==> src/rtl/fifo_handshake_rx.sv <==
// Router input-port receiver: accepts one flit per RTS/CTS handshake into a small FIFO
// and presents the head entry first-word-fall-through to the output arbiters.
//
// state | meaning
// IDLE  | CTS low; waiting for DRTS, writes on DRTS when not full
// ACK   | CTS high for one cycle acknowledging the flit just written
module fifo_handshake_rx #(
  parameter  int DATA_WIDTH = 32,
  parameter  int DEPTH      = 4,
  localparam int PTR_W      = $clog2(DEPTH)
) (
  input  logic                  clk,
  input  logic                  rst,
  input  logic [DATA_WIDTH-1:0] RX,
  input  logic                  DRTS,
  output logic                  CTS,
  input  logic                  read_en_N,
  input  logic                  read_en_E,
  input  logic                  read_en_W,
  input  logic                  read_en_S,
  input  logic                  read_en_L,
  output logic [DATA_WIDTH-1:0] Data_out,
  output logic                  empty,
  output logic                  full,
  output logic [PTR_W:0]        occupancy
);

  typedef enum logic {
    IDLE = 1'b0,
    ACK  = 1'b1
  } state_t;

  state_t                r_state;
  logic [PTR_W:0]        r_wr_ptr;
  logic [PTR_W:0]        r_rd_ptr;
  logic [DATA_WIDTH-1:0] r_mem [DEPTH];

  logic w_full;
  logic w_empty;
  logic w_write;
  logic w_pop;

  assign w_empty = (r_rd_ptr == r_wr_ptr);
  assign w_full  = (r_wr_ptr[PTR_W] != r_rd_ptr[PTR_W]) &&
                   (r_wr_ptr[PTR_W-1:0] == r_rd_ptr[PTR_W-1:0]);

  // Write eligibility looks only at the pre-edge full flag, so a same-cycle pop never frees a slot early.
  assign w_write = (r_state == IDLE) && DRTS && !w_full;
  assign w_pop   = (read_en_N | read_en_E | read_en_W | read_en_S | read_en_L) && !w_empty;

  always_ff @(posedge clk or negedge rst) begin
    if (!rst) begin
      r_state  <= IDLE;
      r_wr_ptr <= '0;
      r_rd_ptr <= '0;
    end else begin
      case (r_state)
        IDLE: if (w_write) r_state <= ACK;
        ACK:  r_state <= IDLE;
        default: r_state <= IDLE;
      endcase
      if (w_write) r_wr_ptr <= r_wr_ptr + 1'b1;
      if (w_pop)   r_rd_ptr <= r_rd_ptr + 1'b1;
    end
  end

  always_ff @(posedge clk) begin
    if (w_write) r_mem[r_wr_ptr[PTR_W-1:0]] <= RX;
  end

  assign CTS       = (r_state == ACK);
  assign Data_out  = r_mem[r_rd_ptr[PTR_W-1:0]];
  assign empty     = w_empty;
  assign full      = w_full;
  assign occupancy = r_wr_ptr - r_rd_ptr;

endmodule

==> config.mk <==
export PLATFORM = sky130hd
export DESIGN_NAME = fifo_handshake_rx
export DESIGN_NICKNAME = d
export VERILOG_FILES = /design/src/rtl/fifo_handshake_rx.sv
export SDC_FILE = /design/constraint.sdc
export NUM_CORES = 1
export LEC_CHECK = 0
export BUFFER_PORTS_ARGS = -buffer_cell sky130_fd_sc_hd__buf_2
export CAP_MARGIN = 30
export CORE_ASPECT_RATIO = 0.6
export CORE_UTILIZATION = 33
export CTS_BUF_LIST = sky130_fd_sc_hd__clkbuf_4
export DETAILED_ROUTE_END_ITERATION = 16
export PLACE_DENSITY_LB_ADDON = 0.25
export SETUP_SLACK_MARGIN = 0.2
export SYNTH_ARGS = -nofsm -noshare
export SYNTH_HDL_FRONTEND = slang
export SYNTH_SLANG_ARGS = --single-unit
==> constraint.sdc <==
create_clock -name clk -period 3.3 [get_ports clk]
set_input_delay 0.495 -clock clk [delete_from_list [all_inputs] [get_ports clk]]
set_output_delay 0.495 -clock clk [all_outputs]
set_load 0.01 [all_outputs]
==> metrics <==
Crit. End Element output port; met3 GRT Util 0.0404; final-report max-slew violation count 0; CP arrival 2.24 ns; Post-DP HPWL 5860 um; die area 15,900 um2; number of detailed-route iterations in the first pass 4; Syn-to-layout area delta 19.8%; setup TNS 0 ns; crit path buf inv count 2; peak per-stage delay on the critical path 0.65 ns; worst min-delay path category in2reg; Crit Path Max Fanout 34; slew margin rel. 0.534; Critical Path RT 2.80 ns; most frequent cell after synthesis edfxtp_1; Highest Clock Rate 365 MHz; post-place setup slack 0.981 ns; setup ws final 0.564 ns; residual DRC count 0; clock root buffer clkbuf_4; Critical Path Start r_rd_ptr[0]; Die Span X 162 um; Max Root-Sink Buffers 2; CP top delay family buffers and inverters; Final setup viols 0; Final Power 5.43 mW; Die Height 98.2 um; post-layout min period 2.74 ns; Ports 78; clk slew on worst S/H paths 0.12 ns; status complete, no violations; Finished Core Util 0.413; final worst path period share 0.829; Mapped Area 5090 um2; post-synthesis sequential area ratio 0.789; RSZ-0062 raised after global routing false; commonest cells in the netlist edfxtp_1 (128), mux4_2 (32), dfrtp_1 (7), ha_1 (7), inv_1 (7); Post-Place Cells 483; Post-CTS Setup Bufs 0; pwr dens 890 nW/um2; asr flop ratio synth 0.0519; Reg2Reg Launch Point r_wr_ptr[0]; worst-path cell chain buf_4 > mux4_2 > buf_2; share of cells above drive strength 1 0.489; number of clock sinks 135; top cell type's share of synthesized area 0.755; CTS Buf Count 17; DR vias/cell 4.66; Worst Setup Start Kind flip-flop; Skew-Pair Late Insertion Delay 0.49 ns; synth unique cells 21; Synth area leader edfxtp_1; Worst VDD drop 381 uV; core box area 14,800 um2; Overflow after GRT 0; WL/cell 18.2 um; Mapped Nets 258; PortBufs 77; endpoints failing hold 0; P_leak 2.11 nW; grt peak-use layer met2; largest net degree at the start of global routing 36; post-synthesis instance total 210; M1 GR Usage 0.178; Seq cells post-synth 135; Max-cap violations 0; critical path class reg2out; Routed WL 9380 um; number of global-route vias before repair 2,560; CTS resizes 0; # H-tree levels 4; first-pass GRT wire length 14,600 um; floorplan row count 34; Post-Layout Cell Count 516; Post-synth EDFFs 128; Nets 353; GRT Util Overall 0.128; Worst Hold Launch RX[10]; Crit-path slowest cell mux4_2; Yosys Warn Count 0; CTS tree yes; via count 2,402; Routed Antenna Nets 0; syn_area_per_cell 24.2 um2; initial antenna violation count 1; Area contributors post-synth edfxtp_1 (75%), mux4_2 (14%), dfrtp_1 (3.4%); Setup Skew 0.0173 ns; RePlAce Congestion 0.676; Initial Util 0.345; met2 Use GR 0.191; ys flop type edfxtp_1; Slew @ Worst Pin 0.699 ns; Iteration-0 DRC Markers 121
==> cells by family (layout without fill, tap and decap cells) <==
kind of cell	Yosys count	count (layout)	synth area share
fa+ha+maj	8	8	0.0211
xor+xnor	7	7	0.0120
flops	135	135	0.789
compound gates	4	4	0.00934
simple gates	7	7	0.00811
mux	34	34	0.147
other cells	0	1	0
buf+inv	15	122	0.0133
==> per-layer routing <==
layer	vias up	part of all wire
li1	1069	-
met2	79	0.45
met3	8	0.069
met1	1246	0.47
met4	0	0.0078
met5	-	0
==> worst paths after layout <==
check                               endpoint  slack, ns  cells after the start
max in group asynchronous        r_rd_ptr[1]       2.76                      2
min in group asynchronous                CTS       0.36                      2
worst min-delay path            r_mem[2][10]       0.21                      1
worst max-delay path            Data_out[11]       0.56                      3
worst min register to register   r_rd_ptr[2]       0.54                      1
worst max register to register  r_mem[0][30]       1.01                      6
==> per-stage QoR <==
stage | hold slack, ns | cell area [um2]
after floorplan | 0.199 | 5090
after detailed placement | 0.340 | 5770
after global routing | 0.148 | 6100
after global placement | 0.345 | 5770
after CTS | 0.151 | 6100
final | 0.211 | 6100
==> placed cells by master (no fill, tap or decap) <==
cell type      count
o22ai_2            1
clkinv_4           2
buf_4              3
clkinv_2           2
dfrtp_2            2
clkinv_1           2
fa_1               1
mux2_4             1
xnor2_1            6
inv_1              6
mux4_2            32
o221ai_1           1
edfxtp_1         128
nor2_1             2
o211a_4            1
bufinv_16          4
o2111ai_1          1
dlygate4sd3_1      1
mux2_2             1
diode_2            1
or4_4              1
xor2_1             1
clkinvlp_4         4
dfrtp_1            5
and2_2             3
ha_1               7
buf_2             77
buf_12             3
nand2_1            1
clkbuf_4          18
==> cell type report <==
cell class              instances  area, um2
diodes                          1       2.50
clock buffers                  18        135
clock inverters                13        181
fillers                      1336       8660
inverters                       7       26.3
multi-input cells              60       1010
flip-flops and latches        135       4020
well taps                     198        248
repair buffers                 84        478
==> repair_timing <==
item                                    4_1_cts  5_1_grt
hold endpoints to repair                      7        0
endpoints found under the setup margin        0        0
hold buffers                                  1        0
==> report_power, final <==
group / internal (mW) / total (mW) / leakage [nW] / switching [mW]
Clock: 0.603 / 1.18 / 0.158 / 0.575
Combinational: 0.866 / 1.89 / 0.706 / 1.02
Sequential: 2.27 / 2.36 / 1.25 / 0.0972
==> registers in the layout (all words and copies together) (netlist names) <==
name and cells:
r_wr_ptr 3, CTS 1, r_rd_ptr 3, r_mem 128
(Power assumes the default switching activity.)
